===== config.mk =====
export PLATFORM = sky130hd
export DESIGN_NAME = bldc_commutation_sequencer
export DESIGN_NICKNAME = d
export VERILOG_FILES = /design/src/rtl/bldc_pkg.sv /design/src/rtl/hall_debouncer.sv /design/src/rtl/bldc_commutation_sequencer.sv
export SDC_FILE = /design/constraint.sdc
export NUM_CORES = 1
export LEC_CHECK = 0
export BUFFER_PORTS_ARGS = -buffer_cell sky130_fd_sc_hd__buf_4
export CELL_PAD_IN_SITES_DETAIL_PLACEMENT = 0
export CELL_PAD_IN_SITES_GLOBAL_PLACEMENT = 1
export CORE_MARGIN = 3
export CORE_UTILIZATION = 40
export CTS_CLUSTER_DIAMETER = 100
export DETAILED_ROUTE_END_ITERATION = 8
export GPL_ROUTABILITY_DRIVEN = 0
export GPL_TIMING_DRIVEN = 0
export PLACE_DENSITY = 0.7
export SLEW_MARGIN = 20
export SYNTH_ARGS = -nofsm -noshare
export SYNTH_HDL_FRONTEND = slang
export SYNTH_SLANG_ARGS = --single-unit

===== constraint.sdc =====
create_clock -name pwm_clk -period 6.46 [get_ports pwm_clk]
set_input_delay 0.323 -clock pwm_clk [delete_from_list [all_inputs] [get_ports pwm_clk]]
set_output_delay 0.323 -clock pwm_clk [all_outputs]
set_load 0.005 [all_outputs]

===== src/rtl/bldc_pkg.sv =====
// Shared types and helpers for the BLDC six-step commutation sequencer.
// Holds the Hall/step encodings, the sequencer FSM state type and the
// pure functions that map Hall codes to steps and steps to switch patterns.
package bldc_pkg;

  // Debounced Hall code {C,B,A} and decoded electrical step.
  typedef logic [2:0] hall_t;
  typedef logic [2:0] step_t;

  // Step value reported for the two impossible Hall codes (000, 111).
  localparam step_t STEP_INVALID = 3'd7;

  // Number of electrical steps per revolution of the commutation table.
  localparam int STEP_COUNT = 6;

  // Sequencer FSM states.
  typedef enum logic [1:0] {
    ST_IDLE,
    ST_DEADTIME,
    ST_DRIVE,
    ST_FAULT
  } commutation_state_t;

  // Hall code {C,B,A} to electrical step; 000 and 111 cannot occur on a
  // healthy sensor set and decode to STEP_INVALID.
  function automatic step_t hall_to_step(hall_t hall);
    step_t result;
    case (hall)
      3'b001:  result = 3'd0;
      3'b011:  result = 3'd1;
      3'b010:  result = 3'd2;
      3'b110:  result = 3'd3;
      3'b100:  result = 3'd4;
      3'b101:  result = 3'd5;
      default: result = STEP_INVALID;
    endcase
    return result;
  endfunction

  // True when step is one of the six valid positions.
  function automatic logic step_is_valid(step_t s);
    return (s < 3'd6);
  endfunction

  // Drive pattern for a step and rotation direction.
  // Bits [5:3] are the high-side switches {C,B,A}, bits [2:0] the low side.
  // Reverse rotation drives the pattern three steps (180 electrical degrees)
  // ahead of the forward one. Invalid steps map to all switches off.
  function automatic logic [5:0] step_to_pattern(step_t s, logic direction);
    step_t      drive_idx;
    logic [5:0] pattern;
    pattern = 6'b000_000;
    if (step_is_valid(s)) begin
      if (direction) begin
        drive_idx = (s >= 3'd3) ? (s - 3'd3) : (s + 3'd3);
      end else begin
        drive_idx = s;
      end
      case (drive_idx)
        3'd0:    pattern = 6'b001_010;  // A high, B low
        3'd1:    pattern = 6'b001_100;  // A high, C low
        3'd2:    pattern = 6'b010_100;  // B high, C low
        3'd3:    pattern = 6'b010_001;  // B high, A low
        3'd4:    pattern = 6'b100_001;  // C high, A low
        3'd5:    pattern = 6'b100_010;  // C high, B low
        default: pattern = 6'b000_000;
      endcase
    end
    return pattern;
  endfunction

  // True when two valid steps are neighbours on the six-step ring, i.e. the
  // rotor moved exactly one step in either direction.
  function automatic logic steps_adjacent(step_t a, step_t b);
    step_t a_next;
    step_t b_next;
    a_next = (a == 3'd5) ? 3'd0 : (a + 3'd1);
    b_next = (b == 3'd5) ? 3'd0 : (b + 3'd1);
    return (a_next == b) || (b_next == a);
  endfunction

endpackage


===== src/rtl/hall_debouncer.sv =====
// Hall sensor front end: two-flop synchroniser for the asynchronous Hall
// pins followed by a stability filter. A new Hall code is accepted only after
// it has been seen unchanged for debounce_cycles consecutive cycles.
module hall_debouncer
  import bldc_pkg::*;
#(
  parameter int debounce_cycles = 64
) (
  input  logic  clk_i,
  input  logic  rst_i,
  input  logic  [2:0] hall_i,
  output logic  [2:0] hall_o
);

  // Counter only needs to reach debounce_cycles-1 before the accept cycle.
  localparam int CNT_W = (debounce_cycles > 1) ? $clog2(debounce_cycles) : 1;
  localparam logic [CNT_W-1:0] CNT_LAST = CNT_W'(debounce_cycles - 1);

  hall_t            sync1_q;
  hall_t            sync2_q;
  hall_t            sync_prev_q;
  hall_t            hall_q;
  hall_t            hall_d;
  logic [CNT_W-1:0] cnt_q;
  logic [CNT_W-1:0] cnt_d;

  // Stability filter: count cycles where the synchronised code differs from
  // the accepted one and did not move since the previous cycle. Any movement,
  // or a return to the accepted code, restarts the count.
  always_comb begin
    // NOTE: every signal written here gets a default first, so no path can
    // leave it unassigned and infer a latch.
    hall_d = hall_q;
    cnt_d  = '0;
    if ((sync2_q != hall_q) && (sync2_q == sync_prev_q)) begin
      if (cnt_q == CNT_LAST) begin
        hall_d = sync2_q;
      end else begin
        cnt_d = cnt_q + CNT_W'(1);
      end
    end
  end

  // Synchroniser, change-detect history, stability counter and accepted code.
  always_ff @(posedge clk_i) begin
    if (rst_i) begin
      // NOTE: the synchroniser stages are cleared with everything else so the
      // accepted code starts at 000 (invalid) and a real Hall value must be
      // fully debounced before the sequencer can drive.
      sync1_q     <= '0;
      sync2_q     <= '0;
      sync_prev_q <= '0;
      cnt_q       <= '0;
      hall_q      <= '0;
    end else begin
      // NOTE: non-blocking assignments make every flop sample pre-edge
      // values, which is what turns this chain into a real shift register.
      sync1_q     <= hall_i;
      sync2_q     <= sync1_q;
      sync_prev_q <= sync2_q;
      cnt_q       <= cnt_d;
      hall_q      <= hall_d;
    end
  end

  assign hall_o = hall_q;

endmodule


===== src/rtl/bldc_commutation_sequencer.sv =====
// Six-step BLDC commutation sequencer. Debounced Hall position selects one of
// six switch patterns; every pattern change is preceded by an all-off dead
// time, and invalid or skipped Hall sequences latch a fault until the run
// request is dropped.
module bldc_commutation_sequencer #(
  parameter int debounce_cycles  = 64,
  parameter int dead_time_cycles = 50
) (
  input  logic       pwm_clk,
  input  logic       rst,
  input  logic       enable,
  input  logic       direction,
  input  logic [2:0] hall,
  output logic [5:0] channel_enable,
  output logic [2:0] step,
  output logic       commutation_strobe,
  output logic       fault
);

  import bldc_pkg::*;

  // Dead-time counter is loaded with dead_time_cycles-1 on DEADTIME entry and
  // the pattern is applied on the edge after it reads zero, which yields
  // exactly dead_time_cycles all-off output cycles.
  localparam int DT_W = (dead_time_cycles > 1) ? $clog2(dead_time_cycles) : 1;
  localparam logic [DT_W-1:0] DT_LOAD = DT_W'(dead_time_cycles - 1);

  hall_t              hall_q;
  step_t              step_cur;
  logic               step_valid;
  logic [5:0]         target_pattern;

  commutation_state_t state_q;
  commutation_state_t state_d;
  logic [DT_W-1:0]    dt_cnt_q;
  logic [DT_W-1:0]    dt_cnt_d;
  step_t              applied_step_q;
  step_t              applied_step_d;

  logic [5:0]         channel_enable_q;
  logic [5:0]         channel_enable_d;
  logic               strobe_q;
  logic               strobe_d;
  logic               fault_q;
  logic               fault_d;

  hall_debouncer #(
    .debounce_cycles(debounce_cycles)
  ) u_hall_debouncer (
    .clk_i  (pwm_clk),
    .rst_i  (rst),
    .hall_i (hall),
    .hall_o (hall_q)
  );

  // Position decode and the pattern the current position/direction asks for.
  always_comb begin
    step_cur       = hall_to_step(hall_q);
    step_valid     = step_is_valid(step_cur);
    target_pattern = step_to_pattern(step_cur, direction);
  end

  // State register plus dead-time counter, last applied step and the
  // registered outputs.
  always_ff @(posedge pwm_clk) begin
    if (rst) begin
      state_q          <= ST_IDLE;
      dt_cnt_q         <= '0;
      applied_step_q   <= '0;
      channel_enable_q <= '0;
      strobe_q         <= 1'b0;
      fault_q          <= 1'b0;
    end else begin
      state_q          <= state_d;
      dt_cnt_q         <= dt_cnt_d;
      applied_step_q   <= applied_step_d;
      channel_enable_q <= channel_enable_d;
      strobe_q         <= strobe_d;
      fault_q          <= fault_d;
    end
  end

  // Next-state logic; dropping enable wins over every other transition.
  always_comb begin
    state_d        = state_q;
    dt_cnt_d       = dt_cnt_q;
    applied_step_d = applied_step_q;
    if (!enable) begin
      state_d = ST_IDLE;
    end else begin
      case (state_q)
        ST_IDLE: begin
          // An invalid position at start-up just waits; it is not a fault.
          if (step_valid) begin
            state_d  = ST_DEADTIME;
            dt_cnt_d = DT_LOAD;
          end
        end
        ST_DEADTIME: begin
          // The target may move while waiting; the counter is not restarted
          // and whatever position is current at expiry gets applied.
          if (!step_valid) begin
            state_d = ST_FAULT;
          end else if (dt_cnt_q == '0) begin
            state_d        = ST_DRIVE;
            applied_step_d = step_cur;
          end else begin
            dt_cnt_d = dt_cnt_q - DT_W'(1);
          end
        end
        ST_DRIVE: begin
          if (!step_valid) begin
            state_d = ST_FAULT;
          end else if (step_cur != applied_step_q) begin
            // A real rotor can only move to a neighbouring step.
            if (!steps_adjacent(step_cur, applied_step_q)) begin
              state_d = ST_FAULT;
            end else begin
              state_d  = ST_DEADTIME;
              dt_cnt_d = DT_LOAD;
            end
          end else if (target_pattern != channel_enable_q) begin
            // Same position but direction flipped: re-commutate via dead time.
            state_d  = ST_DEADTIME;
            dt_cnt_d = DT_LOAD;
          end
        end
        ST_FAULT: begin
          state_d = ST_FAULT;
        end
        default: begin
          state_d = ST_IDLE;
        end
      endcase
    end
  end

  // Output logic: switches are on only in DRIVE; a fresh pattern is loaded
  // (with a strobe) on DRIVE entry and held unchanged while DRIVE persists.
  always_comb begin
    channel_enable_d = '0;
    strobe_d         = 1'b0;
    fault_d          = (state_d == ST_FAULT);
    if (state_d == ST_DRIVE) begin
      if (state_q == ST_DRIVE) begin
        channel_enable_d = channel_enable_q;
      end else begin
        channel_enable_d = target_pattern;
        strobe_d         = 1'b1;
      end
    end
  end

  assign channel_enable     = channel_enable_q;
  assign step               = step_cur;
  assign commutation_strobe = strobe_q;
  assign fault              = fault_q;

endmodule


# After elaboration in Yosys (flattened, before gate mapping)
# Index checks and enable logic that the tools add are counted.
[word_totals]
regBits = 37
input_bits = 7
out_inout_bits = 11
word_cells = 89
[classes]
add_sub_neg = 6
order_cmp = 2
n_eq_ne = 31
mux = 26
bitwise = 2
reduce_logical = 11
[op_table]
columns = ["operator", "count"]
rows = [
  ["two-way mux 6 bit", 8],
  ["one-hot mux 6 bit (6 select lines)", 1],
  ["equality test 3 bit (second input constant)", 7],
  ["one-hot mux 3 bit (6 select lines)", 1],
  ["one-hot mux 6 bit (3 select lines)", 1],
  ["two-way mux 2 bit", 8],
  ["two-way mux 3 bit", 5],
  ["equality test 3 x 2 -> 1 bit (second input constant)", 4],
  ["equality test 3 bit", 3],
  ["equality test 2 bit (second input constant)", 4],
  ["!= test 2 bit (second input constant)", 4],
  ["one-hot mux 2 bit (4 select lines)", 1],
  ["AND reduction 8 bit", 1],
  ["adder 3 x 1 -> 3 bit (second input constant)", 2],
  ["adder 6 x 1 -> 6 bit (second input constant)", 1],
  ["equality test 3 x 1 -> 1 bit (second input constant)", 2],
  ["equality test 6 bit (second input constant)", 1],
  ["zero test 6 bit", 1],
  ["!= test 3 bit", 2],
  ["!= test 3 bit (second input constant)", 2],
  ["!= test 6 bit", 1],
  ["subtractor 6 x 1 -> 6 bit (second input constant)", 1],
  ["AND reduction 4 bit", 1],
  ["adder 3 x 2 -> 3 bit (second input constant)", 1],
  ["14 further kinds", 15],
]

# Depth between registers and ports, before layout
# Gate-level depths: netlist of the first run.
[logic_depth]
depth_word = 18
depth_mapped = 10
ltp_nobuf = 9

# By module
# A second synthesis of the first run with hierarchy kept.
[hier_totals]
hier_cells = 263
area_unflattened_um2 = 2220.9
[by_module_without_submodules]
columns = ["mod", "n_inst", "cells_each", "area_per_inst_um2", "seq_area_each_um2"]
rows = [
  ["bldc_commutation_sequencer", 1, 202, 1542.7, 380.4],
  ["hall_debouncer", 1, 61, 678.2, 360.3],
]

# Worst setup path after synthesis of the first run
# OpenSTA, ideal clock, no wires.
[synth_timing]
path_type = "flip-flop to flip-flop"
start = "reg u_hall_debouncer.hall_q[1], in the netlist u_hall_debouncer.hall_o[1]"
end = "reg dt_cnt_q[2]"
setup_ps = 80
arrival_time_ps = 2152
required_time_ps = 6380
slack_ps = 4229
path_stages_with_launch = 9
path_buffers = 1
period_less_slack_ps = 2231
path_cell_list = "dfxtp_1 -> buf_6 -> mux2_4 -> mux4_2 -> o21ai_2 -> nand4b_2 -> nor2_4 -> mux2_1 -> a211oi_2"
[synth_via]
elab_chain_len = 12
word_cells_on_any_way = 39
cone_classes = "add/sub: 3; order compare: 2; eq/ne: 21; mux: 10; reduce/logical: 3"
[synth_rtl]
columns = ["item", "line_no", "source"]
rows = [
  ["start, declared", "hall_debouncer.sv:22", "hall_t hall_q;"],
  ["start signal, assigned", "hall_debouncer.sv:62", "hall_q <= hall_d;"],
  ["equality test 3 bit (tied with other cells)", "bldc_pkg.sv:28", "case (hall)"],
  ["one-hot mux 3 bit (6 select lines) (*)", "bldc_pkg.sv:28", ""],
  ["adder 3 x 2 -> 3 bit (tied with other cells)", "bldc_pkg.sv:55", "drive_idx = (s >= 3'd3) ? (s - 3'd3) : (s + 3'd3);"],
  ["two-way mux 3 bit", "bldc_pkg.sv:55", ""],
  ["two-way mux 3 bit", "bldc_pkg.sv:54", "if (direction) begin"],
  ["two-way mux 3 bit", "bldc_pkg.sv:53", "if (step_is_valid(s)) begin"],
  ["equality test 3 bit (tied with other cells)", "bldc_pkg.sv:59", "case (drive_idx)"],
  ["one-hot mux 6 bit (6 select lines)", "bldc_pkg.sv:59", ""],
  ["two-way mux 6 bit", "bldc_pkg.sv:53", ""],
  ["!= test 6 bit", "bldc_commutation_sequencer.sv:122", "end else if (target_pattern != channel_enable_q) begin"],
  ["!= test 3 bit (no source line)", "-", ""],
  ["AND reduction 8 bit (no source line)", "-", ""],
  ["end signal, assigned", "bldc_commutation_sequencer.sv:75", "dt_cnt_q <= dt_cnt_d;"],
  ["end, declared", "bldc_commutation_sequencer.sv:35", "logic [DT_W-1:0] dt_cnt_q;"],
]
# Mark *: on every way between the ends. The rest lies on a longest branch, timed or not. The select of a mux whose other input is x is not followed.
# A chain may end at the register's enable or synchronous reset.

# Worst setup path in the final report of the first run
[layout_timing]
start = "reg u_hall_debouncer.hall_q[2], in the netlist u_hall_debouncer.hall_o[2]"
end = "reg dt_cnt_q[3]"
# The elaborated chain is that of the path after synthesis.

==> flow_metrics.tcl, run 1 <==
set metrics [dict create \
    status "completed" \
    cp.arrival_ns 2.68 \
    hold_path_class "in2reg" \
    synth_fp_nets 274 \
    r2r_slack_ns 3.93 \
    seq_area_frac_synth_pct 32.5 \
    grt_first_pass_wirelength_mm 9.20 \
    use_met3_pct 3.95 \
    synth_edf_count 0 \
    fin_setup_tns_ns 0 \
    num_rows 26 \
    synthArstFlopShare_pct 0 \
    post_drt_wl_per_cell_microns 14.1 \
    pin_count 18 \
    min_to "u_hall_debouncer.sync1_q[2]" \
    syn_inst 265 \
    htreeDepth 2 \
    post-route-drc-count 0 \
    design_area_sq_um 2570 \
    area_delta_synth_final_pct 13.1 \
    dr.first_iter.drc_count 101 \
    slew_headroom_pct 56.8 \
    crit_buf_inv 3 \
    p_leak_nw 1.02 \
    hold_start "hall[2]" \
    synth_top_cell_area_share_pct 32.5 \
    required_ns 6.61 \
    avgSynthCellArea_sq_um 8.59 \
    holdBufCountCts 0 \
    place_area_sq_um 2480 \
    power_density_nw_per_um2 160 \
    synth_largest_area_cell "dfxtp_1" \
    fin_skew_ns 0.00563 \
    clk_pin_slew_ns 0.08 \
    io_buffers 16 \
    reg2reg_from "u_hall_debouncer.hall_o[2]" \
    ir_worst_vdd_mv 0.107 \
    max_freq_ghz 0.396 \
    cts.sinks 37 \
    firstDrtPassIters 4 \
    ys_seq_elements 37 \
    drive_gt1_share_pct 20.1 \
    clock_path_buffers 2 \
    cts_resized 0 \
    worstReg2RegEnd "dt_cnt_q[3]" \
    via_count 1954 \
    initial_core_util_pct 42.9 \
    ys_warn_count 0 \
    drt-total-wl_mm 5.05 \
    ant_nets 0 \
    setup_violations 0 \
    overflow 0 \
    rsz0062_at_grt "no" \
    critPathKind "reg2reg" \
    die_h_microns 81.5 \
    ff2ff_path_depth 9 \
    max_slew.worst_pin.slew_ns 0.646 \
    period_needed_ns 2.53 \
    synth_cell_types 62 \
    slowest_stage "nor3b_2" \
    synth_flop_cell "dfxtp_1" \
    post_cts_buffers 0 \
    final_util_pct 48.6 \
    core_sq_um 5300 \
    cts_root_buf "clkbuf_8" \
    critPathMaxFanout 10 \
    die_area_sq_um 6630 \
    synth_area_sq_um 2280 \
    post-place-ws_ns 3.97 \
    crit_top_cell "buf_2" \
    slew_viol_final 0 \
    period_share_pct 39.1 \
    cap_violations 0 \
    grtUsageMet2_pct 29.4 \
    max_stage_delay_ns 0.52 \
    die_w_microns 81.5 \
    vias_per_cell 5.44 \
    holdWs_ns 0.237 \
    antenna_found_initial 0 \
    n_antenna_cell 0 \
    cp-start-kind "flip-flop" \
    grt_pass1_vias 1930 \
    tritoncts "yes" \
    holdPathStages 2 \
    path_cells "buf_2 -> buf_2 -> buf_2 -> nand3_1 -> o21ai_1 -> nor3b_2 -> mux2_2 -> a221oi_1 -> a211oi_2" \
    final_nets 297 \
    track_usage_pct 17.7 \
    grt_max_degree 14 \
    hold_violations 0 \
    busiest_layer "met2" \
    hpwlAfterDp_mm 3.80 \
    endpoint_kind "flip-flop" \
    numCtsBuffers 5 \
    clock_latency_ns 0.29 \
    synthTopCellsByArea "dfxtp_1, nor2_1, nor2b_1" \
    crit_family "simple AND/OR/NAND/NOR gates" \
    fin_ws_ns 3.93 \
    fillers 557 \
    met1_usage_pct 23.4 \
]
[registers in the layout, indices dropped and copies added (netlist names)]
signal / flops
state_q: 2
dt_cnt_q: 6
u_hall_debouncer.sync_prev_q: 3
fault: 1
channel_enable: 6
applied_step_q: 3
u_hall_debouncer.hall_o: 3
u_hall_debouncer.cnt_q: 6
commutation_strobe: 1
u_hall_debouncer.sync2_q: 3
u_hall_debouncer.sync1_q: 3
[how the worst max path moves through the flow]
stage | from | endpoint | slack [ns] | depth (start not counted)
final | u_hall_debouncer.hall_o[2] | dt_cnt_q[3] | 3.93 | 9
after global routing | u_hall_debouncer.hall_o[2] | dt_cnt_q[3] | 3.73 | 9
after CTS | u_hall_debouncer.hall_o[2] | dt_cnt_q[3] | 3.96 | 9
after detailed placement | u_hall_debouncer.hall_o[2] | dt_cnt_q[3] | 3.97 | 9
after global placement | u_hall_debouncer.hall_o[2] | dt_cnt_q[3] | 3.98 | 9
after floorplan | u_hall_debouncer.hall_o[1] | dt_cnt_q[2] | 4.23 | 8
[cell type report]
cell class	instances	area (sq um)	area share, %
plain buffers	16	85.1	3.30
clock buffers	5	68.8	2.67
clock inverters	3	21.3	0.826
inverters	11	41.3	1.60
multi-input cells	201	1410	54.8
flip-flops and latches	37	741	28.8
well taps	70	87.6	3.40
repair buffers	16	120	4.66
[cell usage in the layout (no fill, tap or decap), drive strengths merged, types with 7 or more instances in the layout]
master / n
nor2: 42
dfxtp: 37
buf: 27
nor2b: 13
inv: 12
o21ai: 11
a21oi: 10
nand3: 10
clkbuf: 10
nand2: 9
a211oi: 9
mux2i: 8
xnor2: 7
[stage by stage]
stage	instances	total power, W
3_5_place_dp	351	0.000252
5_1_grt	359	0.000434
3_3_place_gp	351	0.000252
2_1_floorplan	265	0.000246
6_report	359	0.000412
4_1_cts	359	0.000420
[cells in the mapped netlist, drive strengths merged (2+ instances only)]
library cell  instances
o211a                 2
a211oi                9
o21ai                11
nor3                  6
nor3b                 4
nand4b                3
o21a                  3
mux2                  4
or2                   2
nor2b                13
xnor2                 7
nand2b                6
a211o                 4
nand2                 9
or3                   2
nand3                10
a221oi                2
o211ai                5
mux2i                 8
buf                  11
a21o                  2
a21oi                10
and3                  2
and3b                 3
inv                  11
or4                   3
a311oi                3
ha                    2
nor4b                 2
nand4                 6
dfxtp                37
nor2                 42
xor2                  2
clkbuf                5
[metal layers]
metal	part of all wire, %	up-vias
li1	-	1004
met1	48	923
met2	49	25
met3	2.6	2
met4	0.53	0
met5	0	-
[cell families (layout without fill, tap and decap cells)]
logic type	Yosys count	in the layout	synth area share, %
adder cells (fa/ha/maj)	2	2	1.10
XOR/XNOR	9	9	3.46
buffers and inverters	27	51	5.55
AO/OA/AOI/OAI	60	60	21.1
AND/OR/NAND/NOR	117	117	29.6
flip-flops	37	37	32.5
multiplexers	13	13	6.65
[power breakdown]
group / switching [W] / internal [W]
clock network: 0.0000890 / 0.0000766
registers: 0.00000142 / 0.000230
logic: 0.00000780 / 0.00000640
total: 0.0000982 / 0.000313
(Power assumes the default switching activity.)
==> inputs of run 2 (changes only) <==
--- a/config.mk
+++ b/config.mk
@@ -14,7 +14,7 @@
 export DETAILED_ROUTE_END_ITERATION = 8
 export GPL_ROUTABILITY_DRIVEN = 0
 export GPL_TIMING_DRIVEN = 0
-export PLACE_DENSITY = 0.7
+export PLACE_DENSITY = 0.73
 export SLEW_MARGIN = 20
 export SYNTH_ARGS = -nofsm -noshare
 export SYNTH_HDL_FRONTEND = slang
==> constraint.sdc (replaced) <==
create_clock -name pwm_clk -period 2.3 [get_ports pwm_clk]
set_input_delay 0.115 -clock pwm_clk [delete_from_list [all_inputs] [get_ports pwm_clk]]
set_output_delay 0.115 -clock pwm_clk [all_outputs]
set_load 0.005 [all_outputs]
==> run 2 against run 1 <==
The flow now finishes with violations (negative setup slack). Worst setup slack got worse by 4.0 ns. Largest power group unchanged. Global-route usage fell by 0.62 points. Via count rose by 2.3%. Highest routed layer unchanged. Sequential power rose to 2.8 times the previous value. Die area did not move. Core utilization rose by 4.4 points. Design area rose by 9.0%.
==> flow_metrics.tcl, run 2 (synthesized netlist as in run 1, its figures left out) <==
set metrics [dict create \
    pin_count 18 \
    layout_commonest_cell "nor2_1" \
    status "complete, but fails checks" \
    initial_core_util_pct 42.9 \
    period_share_pct 102 \
    fin_ws_ns -0.0391 \
    p_clk_share_pct 41.7 \
    io_buffers 16 \
    wl_met1_mm 2.53 \
    grt_first_pass_wirelength_mm 8.79 \
    post_drt_wl_per_cell_microns 14.3 \
    n_antenna_cell 0 \
    hold_violations 0 \
    slew_headroom_pct 59.5 \
    critPathKind "reg2reg" \
    wl_met3_microns 188 \
    p_sw_share_pct 25.5 \
    firstDrtPassIters 4 \
    p_leak_nw 1.11 \
    required_ns 2.48 \
    area_delta_synth_final_pct 23.2 \
    slew_viol_final 0 \
    antenna_found_initial 0 \
    power_w 0.00119 \
    via_count 1999 \
    final_nets 306 \
    ant_nets 0 \
    wl_met2_mm 2.46 \
    setup_violations 3 \
    drive_gt1_share_pct 27.9 \
    cap_violations 0 \
    cts_root_buf "clkbuf_8" \
    track_usage_pct 17.1 \
    max_freq_ghz 0.428 \
    power_density_nw_per_um2 422 \
    clock_latency_ns 0.30 \
    p_int_w 0.000882 \
    die_h_microns 81.5 \
    fin_skew_ns 0.00550 \
    htreeDepth 2 \
    grt_pass1_vias 1873 \
    grt_max_degree 15 \
    overflow 0 \
    num_rows 26 \
    dr.first_iter.drc_count 117 \
    cts.sinks 37 \
    rsz0062_at_grt "yes" \
    cp.arrival_ns 2.51 \
    pwr-share-comb_pct 3.5 \
    clock_path_buffers 2 \
    holdBufCountCts 0 \
    endpoint_kind "flip-flop" \
    core_sq_um 5300 \
    period_needed_ns 2.34 \
    cp-start-kind "flip-flop" \
    tritoncts "yes" \
    final_cell_mix "nor2_1, dfxtp_1, buf_4" \
    post-place-ws_ns -0.206 \
    hpwlAfterDp_mm 3.81 \
    clk_pin_slew_ns 0.09 \
    max_slew.worst_pin.slew_ns 0.606 \
    die_area_sq_um 6630 \
    critPathMaxFanout 5 \
    p_sw_w 0.000303 \
    die_w_microns 81.5 \
    p_seq_share_pct 54.7 \
    drt-total-wl_mm 5.28 \
    hold_path_class "in2reg" \
    vias_per_cell 5.43 \
    numCtsBuffers 5 \
    violations "negative setup slack" \
    top_layer "met4" \
    ir_worst_vdd_mv 0.365 \
    post-route-drc-count 0 \
]
==> run 2: cell count changes in the layout (fill, tap and decap cells not counted), moves of 2 or more <==
cell      previous run  this run
o21ai_1              4         1
dfxtp_4              0         2
nor3_2               3         1
buf_2                8         3
nor3b_4              0         2
buf_4               16        28
a211oi_1             3         1
o21ai_2              1         4
dfxtp_1             37        35
nor3_4               0         2
==> run 2: per-layer routing <==
layer | track usage (%) | up-vias
met4 | 7.09 | 0
met5 | 0 | -
met2 | 27.1 | 29
met3 | 3.51 | 9
met1 | 22.6 | 934
li1 | - | 1027
==> run 2: path summary, 6_finish.rpt <==
path                                             startpoint                     endpoint  slack [ns]  cells after the start
worst max-delay path             u_hall_debouncer.hall_o[1]                  dt_cnt_q[4]       -0.04                      8
worst min-delay path                                hall[1]  u_hall_debouncer.sync1_q[1]        0.03                      2
worst max register to register   u_hall_debouncer.hall_o[1]                  dt_cnt_q[4]       -0.04                      8
worst min register to register  u_hall_debouncer.sync1_q[0]  u_hall_debouncer.sync2_q[0]        0.44                      1
==> run 2: worst max-delay path, stage by stage, from the launching register on <==
cell and delay, ns:
dfxtp_4 0.38, mux2_4 0.29, mux4_2 0.48, o21ai_4 0.20, nand2_1 0.08, o311a_1 0.38, buf_4 0.14, o21ai_2 0.17
nand4_1 0.11
==> run 2: timing repair <==
action	CTS	global route
pin swaps	15	16
resized for setup	16	19
setup endpoints to repair	14	26
buffers inserted	5	6
==> run 2: cell type report <==
type	instances	area (sq um)
sequential	37	748
inverter	11	41.3
buffer	14	82.6
clock inverter	3	25.0
tap	70	87.6
multi-input combinational	201	1530
timing repair buffer	27	219
fill	536	2500
clock buffer	5	68.8
==> run 2: stage by stage <==
step / util (%) / TNS, ns / instances / hold WS (ns) / instance area (sq um)
after floorplan: - / 0 / 265 / 0.243 / 2280
after global routing: 52.9 / -0.625 / 368 / 0.0527 / 2810
final: 52.9 / -0.0921 / 368 / 0.0312 / 2810
after CTS: 50.8 / -0.293 / 363 / 0.0253 / 2700
after detailed placement: 46.9 / -1.56 / 351 / 0.338 / 2480
after global placement: 46.9 / -1.24 / 351 / 0.333 / 2480
==> run 2: power groups by stage <==
stage	clock network, W	logic [W]	registers [W]
floorplan	0	0.0000260	0.000665
global placement	0	0.0000404	0.000666
detailed placement	0	0.0000408	0.000666
CTS	0.000510	0.0000417	0.000651
global route	0.000524	0.0000468	0.000650
finish	0.000495	0.0000416	0.000649
==> inputs of run 3 (changes only) <==
--- a/config.mk
+++ b/config.mk
@@ -9,12 +9,12 @@
 export CELL_PAD_IN_SITES_DETAIL_PLACEMENT = 0
 export CELL_PAD_IN_SITES_GLOBAL_PLACEMENT = 1
 export CORE_MARGIN = 3
-export CORE_UTILIZATION = 40
+export CORE_UTILIZATION = 41
 export CTS_CLUSTER_DIAMETER = 100
 export DETAILED_ROUTE_END_ITERATION = 8
 export GPL_ROUTABILITY_DRIVEN = 0
 export GPL_TIMING_DRIVEN = 0
-export PLACE_DENSITY = 0.73
+export PLACE_DENSITY = 0.74
 export SLEW_MARGIN = 20
 export SYNTH_ARGS = -nofsm -noshare
 export SYNTH_HDL_FRONTEND = slang
==> constraint.sdc (replaced) <==
create_clock -name pwm_clk -period 2.1 [get_ports pwm_clk]
set_input_delay 0.105 -clock pwm_clk [delete_from_list [all_inputs] [get_ports pwm_clk]]
set_output_delay 0.105 -clock pwm_clk [all_outputs]
set_load 0.005 [all_outputs]
==> run 3 against run 2 <==
The flow still finishes with violations (negative setup slack). Hold slack worse by 0.0096 ns. Critical path depth stayed put. Die area is 2.3% lower. Clock-buffer cell count stayed put. Sequential share of layout area is 0.47 points lower. First-iteration DRC count is 37% lower. Non-clock buffer count is 2 higher. Clock skew is 0.0017 ns lower. Design area is 1.1% higher. Sequential cell count stayed put. Wire length is 2.1% higher. Via count is 0.40% higher. Critical endpoint is now dt_cnt_q[3]. Largest power group unchanged.
==> flow_metrics.tcl, run 3 (synthesized netlist as in run 1, its figures left out) <==
set metrics [dict create \
    post-place-ws_ns -0.362 \
    firstDrtPassIters 4 \
    htreeDepth 2 \
    grt_max_degree 14 \
    slew_viol_final 0 \
    fin_ws_ns -0.268 \
    critPathKind "reg2reg" \
    ff2ff_path_depth 8 \
    hold_path_class "in2reg" \
    endpoint_kind "flip-flop" \
    r2r_slack_ns -0.27 \
    reg2reg_from "u_hall_debouncer.hall_o[1]" \
    clock_latency_ns 0.29 \
    startpoint "u_hall_debouncer.hall_o[1]" \
    hold_violations 0 \
    antenna_found_initial 0 \
    max_freq_ghz 0.422 \
    final_cell_mix "nor2_1, dfxtp_1, buf_4" \
    setup_violations 16 \
    die_w_microns 80.5 \
    max_slew.worst_pin.slew_ns 0.650 \
    violations "negative setup slack" \
    cp.arrival_ns 2.59 \
    tritoncts "yes" \
    track_usage_pct 17.7 \
    multi_input_area_sq_um 1530 \
    status "complete, but fails checks" \
    crit_buf_inv 1 \
    num_rows 26 \
    drive_gt1_share_pct 29.7 \
    period_needed_ns 2.37 \
    area_delta_synth_final_pct 24.6 \
    dr.first_iter.drc_count 74 \
    fillers 493 \
    regArea_sq_um 743 \
    holdBufCountCts 0 \
    cts.sinks 37 \
    cts_root_buf "clkbuf_8" \
    clk_pin_slew_ns 0.08 \
    slowest_stage "mux4_2" \
    initial_core_util_pct 43.5 \
    critPathMaxFanout 6 \
    fin_skew_ns 0.00379 \
    core_sq_um 5240 \
    slew_headroom_pct 56.5 \
    worstReg2RegEnd "dt_cnt_q[3]" \
    ir_worst_vdd_mv 0.305 \
    grt_first_pass_wirelength_mm 8.89 \
    io_buffers 16 \
    crit_family "compound AO/OA/AOI/OAI gates" \
    hpwlAfterDp_mm 3.76 \
    vias_per_cell 5.42 \
    die_area_sq_um 6480 \
    pin_count 18 \
    max_stage_delay_ns 0.48 \
    die_h_microns 80.5 \
    drt-total-wl_mm 5.39 \
    overflow 0 \
    post_drt_wl_per_cell_microns 14.6 \
    post-route-drc-count 0 \
    power_w 0.00128 \
    final_util_pct 54.2 \
    required_ns 2.32 \
    period_share_pct 113 \
    power_density_nw_per_um2 451 \
    cap_violations 0 \
    cp-start-kind "flip-flop" \
    layout_commonest_cell "nor2_1" \
    grt_pass1_vias 1868 \
    clock_path_buffers 2 \
    rsz0062_at_grt "yes" \
    via_count 2007 \
    ant_nets 0 \
    numCtsBuffers 5 \
    endpoint "dt_cnt_q[3]" \
    p_leak_nw 1.13 \
    crit_cells 8 \
    n_antenna_cell 0 \
    path_cells "buf_6 -> mux2_4 -> mux4_2 -> o21ai_4 -> nand2_1 -> o311a_1 -> o211a_1 -> a211oi_2" \
    final_nets 308 \
]
## run 3: cell types whose count changed in the layout (fill, tap and decap cells not counted), moves of 2 or more
cell      change
buf_6         +5
dfxtp_4       -2
nor3b_2       +2
nor3_2        +2
a311oi_1      -2
dfxtp_2       +2
nor3_4        -2
a311oi_2      +2
o21ai_1       +2
buf_2         -2
## run 3: layer usage
metal | vias to the layer above | share of wire, % | track usage (%)
li1 | 1031 | - | -
met1 | 947 | 47 | 22.7
met2 | 25 | 49 | 29.2
met3 | 4 | 2.9 | 3.81
met4 | 0 | 0.95 | 5.91
met5 | - | 0 | 0
## run 3: layout make-up
| class | instances | share of cell area (%) |
|---|---|---|
| sequential | 37 | 26.2 |
| timing repair buffer | 29 | 8.69 |
| multi-input combinational | 201 | 53.8 |
| tap | 70 | 3.09 |
| buffer | 14 | 3.62 |
| clock inverter | 3 | 0.750 |
| inverter | 11 | 1.46 |
| clock buffer | 5 | 2.43 |
## run 3: worst min path at each step
stage | startpoint | end | depth (start not counted)
finish | hall[1] | u_hall_debouncer.sync1_q[1] | 2
global route | hall[1] | u_hall_debouncer.sync1_q[1] | 2
CTS | hall[1] | u_hall_debouncer.sync1_q[1] | 2
detailed placement | hall[1] | u_hall_debouncer.sync1_q[1] | 2
global placement | hall[2] | u_hall_debouncer.sync1_q[2] | 2
floorplan | hall[0] | u_hall_debouncer.sync1_q[0] | 1
## run 3: what timing repair did
item                                    4_1_cts  5_1_grt
pin swaps                                    14       13
gates resized for setup                      17       18
endpoints found under the setup margin       22       28
endpoints found under the hold margin         0        0
buffers inserted                              8        5
## run 3: where the power goes
part / switching [W] / total, W / internal (W)
sequential: 0.00000477 / 0.000713 / 0.000709
clock: 0.000285 / 0.000521 / 0.000236
combinational: 0.0000251 / 0.0000458 / 0.0000206
## run 3: worst register-to-register path: cells and delay by family, from the launching register on
family | cells | cell delay [ns]
DFF | 1 | 0.33
muxes | 2 | 0.77
buffers and inverters | 1 | 0.11
AOI/OAI and AO/OA | 4 | 1.00
and+or+nand+nor | 1 | 0.09
## run 3: stage by stage
stage	TNS [ns]	instances	cell area (sq um)	hold WS, ns
2_1_floorplan	-0.182	265	2300	0.233
3_3_place_gp	-4.08	351	2500	0.321
3_5_place_dp	-4.22	351	2500	0.327
4_1_cts	-3.36	367	2740	0.0162
5_1_grt	-4.22	370	2840	0.0376
6_report	-2.86	370	2840	0.0216
